File: src/rtl/control_unit_if.sv
// Control bundle between the multicycle controller and the datapath: IR fields
// and ALU flags in, every write enable and mux select out.
interface control_unit_if;
  logic [5:0] opcode;
  logic [5:0] funct;
  logic       overflow;
  logic       eq;

  logic       PCWrite;
  logic       MemWrite;
  logic       IRWrite;
  logic       RegWrite;
  logic       ABWrite;
  logic       ALUOutControl;
  logic       MDRWrite;
  logic       EPCWrite;
  logic [1:0] IorD;
  logic       ALUSrcA;
  logic [1:0] ALUSrcB;
  logic [2:0] ALU_Control;
  logic [1:0] RegDst;
  logic [1:0] DataSrc;
  logic [1:0] PCSource;
  logic [4:0] state_out;

  modport master (
    input  opcode, funct, overflow, eq,
    output PCWrite, MemWrite, IRWrite, RegWrite, ABWrite, ALUOutControl,
           MDRWrite, EPCWrite, IorD, ALUSrcA, ALUSrcB, ALU_Control,
           RegDst, DataSrc, PCSource, state_out
  );

  modport slave (
    output opcode, funct, overflow, eq,
    input  PCWrite, MemWrite, IRWrite, RegWrite, ABWrite, ALUOutControl,
           MDRWrite, EPCWrite, IorD, ALUSrcA, ALUSrcB, ALU_Control,
           RegDst, DataSrc, PCSource, state_out
  );
endinterface

File: src/rtl/control_unit.sv
// Multicycle CPU controller: fetch/decode/execute sequencing with memory wait
// states and exception vectoring. Define JAL_EN to add the jal instruction.
module control_unit #(
  parameter int MEM_WAIT     = 1,
  parameter int EXC_OPC_ADDR = 253,
  parameter int EXC_OVF_ADDR = 254
) (
  input logic            clock,
  input logic            reset,
  control_unit_if.master bus
);

  if (MEM_WAIT < 0 || MEM_WAIT > 7 || EXC_OPC_ADDR < 0 || EXC_OPC_ADDR > 255 ||
      EXC_OVF_ADDR < 0 || EXC_OVF_ADDR > 255 || EXC_OPC_ADDR == EXC_OVF_ADDR) begin : g_bad_config
    $error("control_unit: MEM_WAIT must be 0..7 and handler addresses distinct bytes");
  end

  typedef enum logic [4:0] {
    FETCH0  = 5'd0,  FETCH_W = 5'd1,  FETCH2  = 5'd2,  DECODE  = 5'd3,
    EXEC_R  = 5'd4,  WB_R    = 5'd5,  EXEC_I  = 5'd6,  WB_I    = 5'd7,
    ADDR    = 5'd8,  MEM_RD  = 5'd9,  MEM_W   = 5'd10, MEM_RD2 = 5'd11,
    WB_LW   = 5'd12, MEM_WR  = 5'd13, BRANCH  = 5'd14, JUMP    = 5'd15,
    EXC0    = 5'd16, EXC_W   = 5'd17, EXC2    = 5'd18, JAL     = 5'd19
  } state_t;

  localparam logic [5:0] OP_R = 6'h00, OP_ADDI = 6'h08, OP_LW = 6'h23, OP_SW = 6'h2B;
  localparam logic [5:0] OP_BEQ = 6'h04, OP_J = 6'h02, OP_JAL = 6'h03;
  localparam logic [5:0] FN_ADD = 6'h20, FN_SUB = 6'h22, FN_AND = 6'h24;
  localparam logic [2:0] ALU_ADD = 3'b001, ALU_SUB = 3'b010, ALU_AND = 3'b011;
  localparam logic [2:0] WAIT_RELOAD = (MEM_WAIT > 0) ? 3'(MEM_WAIT - 1) : 3'd0;

  state_t     state, next_state;
  logic [2:0] wait_cnt;
  logic       ovf_latch;
  logic       exc_is_ovf;
  logic       wait_done;
  logic       funct_ok;
  logic [2:0] funct_op;
  logic [1:0] exc_iord;

  assign wait_done = (wait_cnt == 3'd0);
  assign funct_ok  = (bus.funct == FN_ADD) || (bus.funct == FN_SUB) || (bus.funct == FN_AND);
  assign exc_iord  = exc_is_ovf ? 2'd3 : 2'd2;
  assign bus.state_out = state;

  always_comb begin
    funct_op = ALU_ADD;
    case (bus.funct)
      FN_SUB:  funct_op = ALU_SUB;
      FN_AND:  funct_op = ALU_AND;
      default: funct_op = ALU_ADD;
    endcase
  end

  // Wait counter reloads in every read-issue state; the exception code is
  // cleared in DECODE and only set when a writeback stage diverts to EXC0.
  always_ff @(posedge clock or negedge reset) begin
    if (!reset) begin
      state      <= FETCH0;
      wait_cnt   <= 3'd0;
      ovf_latch  <= 1'b0;
      exc_is_ovf <= 1'b0;
    end else begin
      state <= next_state;
      if (state == FETCH0 || state == MEM_RD || state == EXC0)
        wait_cnt <= WAIT_RELOAD;
      else if (!wait_done && (state == FETCH_W || state == MEM_W || state == EXC_W))
        wait_cnt <= wait_cnt - 3'd1;
      if (state == EXEC_R)
        ovf_latch <= bus.overflow & ((bus.funct == FN_ADD) || (bus.funct == FN_SUB));
      else if (state == EXEC_I)
        ovf_latch <= bus.overflow;
      if (state == DECODE)
        exc_is_ovf <= 1'b0;
      else if (state == WB_R || state == WB_I)
        exc_is_ovf <= 1'b1;
    end
  end

  always_comb begin
    next_state = FETCH0;
    case (state)
      FETCH0:  next_state = (MEM_WAIT == 0) ? FETCH2 : FETCH_W;
      FETCH_W: next_state = wait_done ? FETCH2 : FETCH_W;
      FETCH2:  next_state = DECODE;
      DECODE: begin
        case (bus.opcode)
          OP_R:         next_state = funct_ok ? EXEC_R : EXC0;
          OP_ADDI:      next_state = EXEC_I;
          OP_LW, OP_SW: next_state = ADDR;
          OP_BEQ:       next_state = BRANCH;
          OP_J:         next_state = JUMP;
`ifdef JAL_EN
          OP_JAL:       next_state = JAL;
`endif
          default:      next_state = EXC0;
        endcase
      end
      EXEC_R:  next_state = WB_R;
      WB_R:    next_state = ovf_latch ? EXC0 : FETCH0;
      EXEC_I:  next_state = WB_I;
      WB_I:    next_state = ovf_latch ? EXC0 : FETCH0;
      ADDR:    next_state = (bus.opcode == OP_LW) ? MEM_RD : MEM_WR;
      MEM_RD:  next_state = (MEM_WAIT == 0) ? MEM_RD2 : MEM_W;
      MEM_W:   next_state = wait_done ? MEM_RD2 : MEM_W;
      MEM_RD2: next_state = WB_LW;
      EXC0:    next_state = (MEM_WAIT == 0) ? EXC2 : EXC_W;
      EXC_W:   next_state = wait_done ? EXC2 : EXC_W;
      default: next_state = FETCH0;
    endcase
  end

  // Everything is decoded from state except the branch PC write; holding
  // reset forces all controls to their idle value.
  always_comb begin
    bus.PCWrite = 1'b0;  bus.MemWrite = 1'b0; bus.IRWrite = 1'b0;  bus.RegWrite = 1'b0;
    bus.ABWrite = 1'b0;  bus.ALUOutControl = 1'b0; bus.MDRWrite = 1'b0; bus.EPCWrite = 1'b0;
    bus.IorD = 2'd0;     bus.ALUSrcA = 1'b0;  bus.ALUSrcB = 2'd0;  bus.ALU_Control = 3'b000;
    bus.RegDst = 2'd0;   bus.DataSrc = 2'd0;  bus.PCSource = 2'd0;
    if (reset) begin
      case (state)
        FETCH0, FETCH_W: begin bus.ALUSrcB = 2'd1; bus.ALU_Control = ALU_ADD; end
        FETCH2: begin
          bus.IRWrite = 1'b1; bus.PCWrite = 1'b1;
          bus.ALUSrcB = 2'd1; bus.ALU_Control = ALU_ADD;
        end
        DECODE: begin
          bus.ABWrite = 1'b1; bus.ALUOutControl = 1'b1;
          bus.ALUSrcB = 2'd3; bus.ALU_Control = ALU_ADD;
        end
        EXEC_R: begin
          bus.ALUSrcA = 1'b1; bus.ALU_Control = funct_op; bus.ALUOutControl = 1'b1;
        end
        WB_R: if (!ovf_latch) begin bus.RegWrite = 1'b1; bus.RegDst = 2'd1; end
        EXEC_I, ADDR: begin
          bus.ALUSrcA = 1'b1; bus.ALUSrcB = 2'd2;
          bus.ALU_Control = ALU_ADD; bus.ALUOutControl = 1'b1;
        end
        WB_I:          if (!ovf_latch) bus.RegWrite = 1'b1;
        MEM_RD, MEM_W: bus.IorD = 2'd1;
        MEM_RD2: begin bus.IorD = 2'd1; bus.MDRWrite = 1'b1; end
        WB_LW:   begin bus.RegWrite = 1'b1; bus.DataSrc = 2'd1; end
        MEM_WR:  begin bus.IorD = 2'd1; bus.MemWrite = 1'b1; end
        BRANCH: begin
          bus.ALUSrcA = 1'b1; bus.ALU_Control = ALU_SUB;
          bus.PCWrite = bus.eq; bus.PCSource = 2'd1;
        end
        JUMP:    begin bus.PCWrite = 1'b1; bus.PCSource = 2'd2; end
        EXC0: begin
          bus.EPCWrite = 1'b1; bus.ALUSrcB = 2'd1;
          bus.ALU_Control = ALU_SUB; bus.IorD = exc_iord;
        end
        EXC_W:   bus.IorD = exc_iord;
        EXC2:    begin bus.IorD = exc_iord; bus.PCWrite = 1'b1; bus.PCSource = 2'd3; end
`ifdef JAL_EN
        JAL: begin
          bus.RegWrite = 1'b1; bus.RegDst = 2'd2; bus.DataSrc = 2'd2;
          bus.PCWrite = 1'b1; bus.PCSource = 2'd2;
        end
`endif
        default: ;
      endcase
    end
  end

endmodule
File: src/flat_wrapper.sv
// flat-port wrapper written by rule: the top's interface ports become plain ports
module control_unit_flat 
#(
  parameter int MEM_WAIT     = 1,
  parameter int EXC_OPC_ADDR = 253,
  parameter int EXC_OVF_ADDR = 254
)
  (clock, reset, bus_opcode, bus_funct, bus_overflow, bus_eq, bus_PCWrite, bus_MemWrite, bus_IRWrite, bus_RegWrite, bus_ABWrite, bus_ALUOutControl, bus_MDRWrite, bus_EPCWrite, bus_IorD, bus_ALUSrcA, bus_ALUSrcB, bus_ALU_Control, bus_RegDst, bus_DataSrc, bus_PCSource, bus_state_out);
  control_unit_if bus_i ();
  input logic clock;
  input logic reset;
  input wire logic [$bits(bus_i.opcode)-1:0] bus_opcode;
  input wire logic [$bits(bus_i.funct)-1:0] bus_funct;
  input wire logic [$bits(bus_i.overflow)-1:0] bus_overflow;
  input wire logic [$bits(bus_i.eq)-1:0] bus_eq;
  output wire logic [$bits(bus_i.PCWrite)-1:0] bus_PCWrite;
  output wire logic [$bits(bus_i.MemWrite)-1:0] bus_MemWrite;
  output wire logic [$bits(bus_i.IRWrite)-1:0] bus_IRWrite;
  output wire logic [$bits(bus_i.RegWrite)-1:0] bus_RegWrite;
  output wire logic [$bits(bus_i.ABWrite)-1:0] bus_ABWrite;
  output wire logic [$bits(bus_i.ALUOutControl)-1:0] bus_ALUOutControl;
  output wire logic [$bits(bus_i.MDRWrite)-1:0] bus_MDRWrite;
  output wire logic [$bits(bus_i.EPCWrite)-1:0] bus_EPCWrite;
  output wire logic [$bits(bus_i.IorD)-1:0] bus_IorD;
  output wire logic [$bits(bus_i.ALUSrcA)-1:0] bus_ALUSrcA;
  output wire logic [$bits(bus_i.ALUSrcB)-1:0] bus_ALUSrcB;
  output wire logic [$bits(bus_i.ALU_Control)-1:0] bus_ALU_Control;
  output wire logic [$bits(bus_i.RegDst)-1:0] bus_RegDst;
  output wire logic [$bits(bus_i.DataSrc)-1:0] bus_DataSrc;
  output wire logic [$bits(bus_i.PCSource)-1:0] bus_PCSource;
  output wire logic [$bits(bus_i.state_out)-1:0] bus_state_out;
  assign bus_i.opcode = bus_opcode;
  assign bus_i.funct = bus_funct;
  assign bus_i.overflow = bus_overflow;
  assign bus_i.eq = bus_eq;
  assign bus_PCWrite = bus_i.PCWrite;
  assign bus_MemWrite = bus_i.MemWrite;
  assign bus_IRWrite = bus_i.IRWrite;
  assign bus_RegWrite = bus_i.RegWrite;
  assign bus_ABWrite = bus_i.ABWrite;
  assign bus_ALUOutControl = bus_i.ALUOutControl;
  assign bus_MDRWrite = bus_i.MDRWrite;
  assign bus_EPCWrite = bus_i.EPCWrite;
  assign bus_IorD = bus_i.IorD;
  assign bus_ALUSrcA = bus_i.ALUSrcA;
  assign bus_ALUSrcB = bus_i.ALUSrcB;
  assign bus_ALU_Control = bus_i.ALU_Control;
  assign bus_RegDst = bus_i.RegDst;
  assign bus_DataSrc = bus_i.DataSrc;
  assign bus_PCSource = bus_i.PCSource;
  assign bus_state_out = bus_i.state_out;
  control_unit #(.MEM_WAIT(MEM_WAIT), .EXC_OPC_ADDR(EXC_OPC_ADDR), .EXC_OVF_ADDR(EXC_OVF_ADDR)) u_core (.clock(clock), .reset(reset), .bus(bus_i));
endmodule
File: config.mk
export PLATFORM = sky130hd
export DESIGN_NAME = control_unit_flat
export DESIGN_NICKNAME = d
export VERILOG_FILES = /design/src/rtl/control_unit_if.sv /design/src/rtl/control_unit.sv /design/src/flat_wrapper.sv
export SDC_FILE = /design/constraint.sdc
export NUM_CORES = 1
export LEC_CHECK = 0
export ABC_CLOCK_PERIOD_IN_PS = 2300
export CORE_ASPECT_RATIO = 0.5
export CORE_MARGIN = 5
export CORE_UTILIZATION = 45
export CTS_BUF_LIST = sky130_fd_sc_hd__clkbuf_16
export DETAILED_ROUTE_END_ITERATION = 6
export GPL_TIMING_DRIVEN = 0
export PLACE_DENSITY_LB_ADDON = 0.12
export SYNTH_ARGS = -nofsm -noshare
export SYNTH_HDL_FRONTEND = slang
export SYNTH_SLANG_ARGS = --single-unit
File: constraint.sdc
create_clock -name clock -period 2.3 [get_ports clock]
set_clock_uncertainty 0.05 [all_clocks]
set_input_delay 0.46 -clock clock [delete_from_list [all_inputs] [get_ports clock]]
set_output_delay 0.46 -clock clock [all_outputs]
set_load 0.01 [all_outputs]
After elaboration in Yosys (flattened, before gate mapping)
Cells that the tools add are included.
{"block": "totals", "reg_bits": 10, "in_bits": 16, "output_inout_bits": 27, "elab_cells": 106}
{"block": "classes", "addsub": 1, "n_eq_ne": 26, "n_mux": 48, "n_bitwise": 1, "reduce_logical": 26}
{"operator": "5-bit one-hot mux with 13 select lines", "n": 1}
{"operator": "5-bit by 4-bit == test with 1-bit output, second input constant", "n": 8}
{"operator": "6-bit == test, second input constant", "n": 5}
{"operator": "1-bit two-way mux", "n": 25}
{"operator": "5-bit one-hot mux with 5 select lines", "n": 1}
{"operator": "5-bit by 3-bit == test with 1-bit output, second input constant", "n": 4}
{"operator": "2-bit one-hot mux with 3 select lines", "n": 3}
{"operator": "2-bit two-way mux", "n": 8}
{"operator": "4-bit OR reduction", "n": 4}
{"operator": "5-bit == test, second input constant", "n": 3}
{"operator": "3-bit two-way mux", "n": 4}
{"operator": "5-bit by 2-bit == test with 1-bit output, second input constant", "n": 2}
{"operator": "5-bit two-way mux", "n": 2}
{"operator": "2-bit one-hot mux with 2 select lines", "n": 2}
{"operator": "2-bit OR reduction", "n": 4}
{"operator": "1-bit logical OR", "n": 7}
{"operator": "6-bit by 2-bit == test with 1-bit output, second input constant", "n": 1}
{"operator": "6-bit by 3-bit == test with 1-bit output, second input constant", "n": 1}
{"operator": "6-bit by 4-bit == test with 1-bit output, second input constant", "n": 1}
{"operator": "6-bit zero test", "n": 1}
{"operator": "2-bit nonzero test", "n": 3}
{"operator": "3-bit OR reduction", "n": 2}
{"operator": "6-bit OR reduction", "n": 1}
{"operator": "5-bit by 1-bit == test with 1-bit output, second input constant", "n": 1}
{"operator": "7 further kinds", "n": 8}

Depth between registers and ports, before layout
{"block": "logic_depth", "ltp_word": 6, "ltp_mapped": 7, "ltp_nobuf": 7}

Worst setup path before layout
Ideal clock, no wire load.
{"block": "synth_timing", "path_type": "flip-flop to output port", "start": "register u_core.state[1], in the netlist u_core.bus.state_out[1]", "end": "output port bus_ALU_Control[1]", "arrival_ps": 1675, "required_time_ps": 1790, "slack_ps": 115, "path_stages_with_launch": 7, "path_buffers": 2, "cell_sequence": "dfrtp_1 > buf_6 > or2_0 > buf_6 > or3_4 > o32ai_1 > and2_1"}
{"block": "synth_via", "elab_chain_len": 4, "elab_cells_between_ends": 13, "classes_between": "eq/ne (8); mux (2); reduce/logical (3)"}
{"item": "from (decl)", "line": "control_unit.sv:32", "source": "state_t state, next_state;"}
{"item": "from (signal assigned)", "line": "control_unit.sv:64", "source": "state <= next_state;"}
{"item": "5-bit by 2-bit == test with 1-bit output (tied with other cells)", "line": "control_unit.sv:121", "source": "case (state)"}
{"item": "6-bit OR reduction (no line) or 2-bit OR reduction (tied branches)"}
{"item": "2-bit one-hot mux with 3 select lines *", "line": "control_unit.sv:121"}
{"item": "3-bit two-way mux *", "line": "control_unit.sv:120", "source": "if (reset) begin"}
{"item": "to (decl)", "line": "flat_wrapper.sv:27", "source": "output wire logic [$bits(bus_i.ALU_Control)-1:0] bus_ALU_Control;"}
Every way passes the cells marked *; elsewhere a longest branch is shown, timed or not.

Worst setup path in the final report
Same ends and word-level chain as after synthesis.

==> results.cfg <==
[run_status]
status = complete, but fails checks
failed_checks = negative setup slack

[yosys]
synth.lib_cells_used.distinct = 49
synth_warnings = 0
ys_top_cells_by_area = dfrtp_1, a21oi_1, nor2_1
average_footprint_of_a_synthesized_cell_um2 = 7.32
postSynthCellCount = 160
ys_ff_latch = 10
post_synth_edffs = 0
mapped_area_mm2 = 0.00117
synth_top_cell_by_area = dfrtp_1
synthArstFlopShare = 1.00
ys.flop_type = dfrtp_1
yosysSeqAreaShare = 0.214
area_share_of_the_largest_cell_type_after_synthesis = 0.214

[sta]
slew_viol_final = 0
finalWorstPathRequiredPeriod_ns = 2.32
max_clock_freq_mhz = 430
timing.final.ws_setup_ns = -0.0237
hold_slack_ns = 0.0511
finalHoldViolCount = 0
setup_repair_after_global_routing_missed_its_margin = true
post-route-period-util = 1.01
finalSetupViolCount = 1

[die]
floorplan.die_area_mm2 = 0.00378
rows = 13
boundaryPins = 43
die-height_um = 46.1
fp.dieW_um = 82.1
start_util = 0.462
floorplan.core_area_mm2 = 0.00254

[route]
vias = 1391
detailedRoute.firstIterationViolations = 168
wl_per_cell_um = 15.5
drt-vias-per-instance = 5.61
drc = 0
wirelength_um = 3850
post_drt_antenna_nets = 0
firstDrtPassIters = 4

[clock_network]
clock_insertion_delay_worst_skew_ns = 0.23
clkSinkCount = 10
maximum_count_of_clock_buffers_along_a_single_path = 2
clk_pin_slew_ns = 0.04
htree_levels = 1
tritoncts_clock_tree = built
count_of_hold_buffers_inserted_by_post_cts_repair = 0
cts_inserted_buffers = 3
clock-root-buffer = clkbuf_16

[finish]
final_layout_size_suffix_gt1_frac = 0.280
syn2layout_area_growth_pct = 52.0
design.final.nets = 231
final_cell_count_no_fill = 248
ff_latch_area_um2 = 253
num_antenna_cells = 0
finish.utilization = 0.702
nFillCells = 233
multi_input_area_um2 = 868

[power_and_ir_drop]
pwr-share-comb = 0.667
switching_share = 0.423
power_uw = 1750
power.ir.vdd_worst_uv = 350
p_per_area_mw_per_mm2 = 985
clock_power_share = 0.171
total_leakage_power_uw = 0.000793
power_frac_seq = 0.162
power.switching_uw = 741
cellInternalPower_uw = 1010

[setup_path]
criticalPathCategory = flip-flop to output port
cp.arrival_ns = 1.81
worstPathRequired_ns = 1.79
worstSetupEndpointType = output port
timing.critical_path.from_type = flip-flop
path_max_fanout = 6

[placed_design]
gp_congestion = 0.896
post-place-cells = 236
hpwl_um = 2630
numPortBuffers = 37

[global_route]
use_met2 = 0.356
antenna_found_initial = 0
grt_start_max_net_pins = 13
global_route.peak_usage_layer = met2
groute.usage.overall = 0.213
overall_overflow_remaining_after_global_route = 0
met1_usage = 0.274
met3_usage = 0.0605
global_route_wire_length_before_repair_um = 6070
first_global_vias = 1305

[job]
maxCapViolations = 0

[min_path]
min-delay-path-class = primary input to async pin
==> registers in the layout (all words and copies together) (netlist names) <==
name	count
u_core.wait_cnt	3
u_core.ovf_latch	1
u_core.bus.state_out	5
u_core.exc_is_ovf	1
==> metrics by stage <==
| step | setup WS [ns] | area, um2 | TNS, ns |
|---|---|---|---|
| 2_1_floorplan | 0.115 | 1180 | 0 |
| 3_3_place_gp | -0.764 | 1600 | -12.65 |
| 3_5_place_dp | -0.771 | 1600 | -12.82 |
| 4_1_cts | -0.197 | 1760 | -0.513 |
| 5_1_grt | -0.0940 | 1780 | -0.145 |
| 6_report | -0.0237 | 1780 | -0.0237 |
==> cells by family after synthesis <==
| logic type | after synthesis | share of synthesized area |
|---|---|---|
| simple gates | 70 | 0.337 |
| fa+ha+maj | 3 | 0.0299 |
| other cells | 1 | 0.00320 |
| buf+inv | 24 | 0.106 |
| mux | 3 | 0.0267 |
| xor+xnor | 5 | 0.0374 |
| compound gates | 44 | 0.247 |
| flops | 10 | 0.214 |
==> worst max-delay path, stage by stage (launching register included) <==
cell and delay, ns:
dfrtp_2 0.44, or2_4 0.29, or3_4 0.35, o32ai_2 0.24
and2_1 0.15, buf_2 0.13
==> synth_stat cells (3+ instances only) <==
cell type	number
o22ai_1	4
clkbuf_1	10
buf_2	3
o32a_1	4
nand2b_1	6
nor4_1	4
dfrtp_1	10
o21ai_0	9
nor3_1	10
a21oi_1	13
nand2_1	6
nand3_1	4
nor2_1	15
buf_4	4
inv_1	5
xnor2_1	4
nor2b_1	4
==> final cells by class <==
class | count | share of cell area
Buffer | 15 | 0.0569
Clock buffer | 3 | 0.0422
Inverter | 5 | 0.0105
Multi-Input combinational cell | 128 | 0.488
Sequential cell | 10 | 0.142
Tap cell | 37 | 0.0260
Timing Repair Buffer | 50 | 0.235
==> path summary, 6_finish.rpt <==
kind	from	endpoint	slack, ns	cells after the start
max	u_core.bus.state_out[1]	bus_ALU_Control[1]	-0.02	5
min	reset	u_core.bus.state_out[2]	0.05	1
max reg2reg	u_core.bus.state_out[3]	u_core.bus.state_out[4]	0.39	5
min in group clock	u_core.wait_cnt[1]	u_core.wait_cnt[1]	0.47	2
max in group asynchronous	reset	u_core.bus.state_out[3]	1.92	1
min reg2reg	u_core.wait_cnt[1]	u_core.wait_cnt[1]	0.47	2
==> per-layer routing <==
| layer | part of all wire | vias to the layer above | wire (um) |
|---|---|---|---|
| met1 | 0.42 | 644 | 1640 |
| met3 | 0.085 | 6 | 326 |
| met5 | 0 | - | 0 |
| met4 | 0.015 | 0 | 59 |
| met2 | 0.47 | 68 | 1830 |
| li1 | - | 673 | - |
==> power by group through the flow <==
stage | clock network (uW) | registers [uW] | logic, uW
6_report | 300 | 285 | 1170
3_3_place_gp | 0 | 266 | 1010
4_1_cts | 309 | 267 | 1140
5_1_grt | 315 | 290 | 1260
2_1_floorplan | 0 | 273 | 642
3_5_place_dp | 0 | 269 | 1010
==> placed cells by master, fill, tap and decap left out, types with 3 or more instances in the layout <==
cell type,instances
o32a_1,4
nor4_1,3
a21oi_1,11
conb_1,3
nand3_1,4
dfrtp_1,8
nor3_1,9
clkbuf_4,3
o22ai_1,4
nor2b_1,4
clkbuf_2,5
nand2_1,5
xnor2_1,4
nor2_1,14
o21ai_0,9
nand2b_1,4
clkbuf_16,3
buf_4,18
inv_1,5
clkdlybuf4s50_1,13
buf_2,6
dlygate4sd2_1,14
==> timing repair <==
item / CTS / global route
setup endpoints to repair: 19 / 13
pin swaps: 6 / 8
gates resized for setup: 69 / 17
buffers inserted: 11 / 2
(Power assumes the default switching activity.)
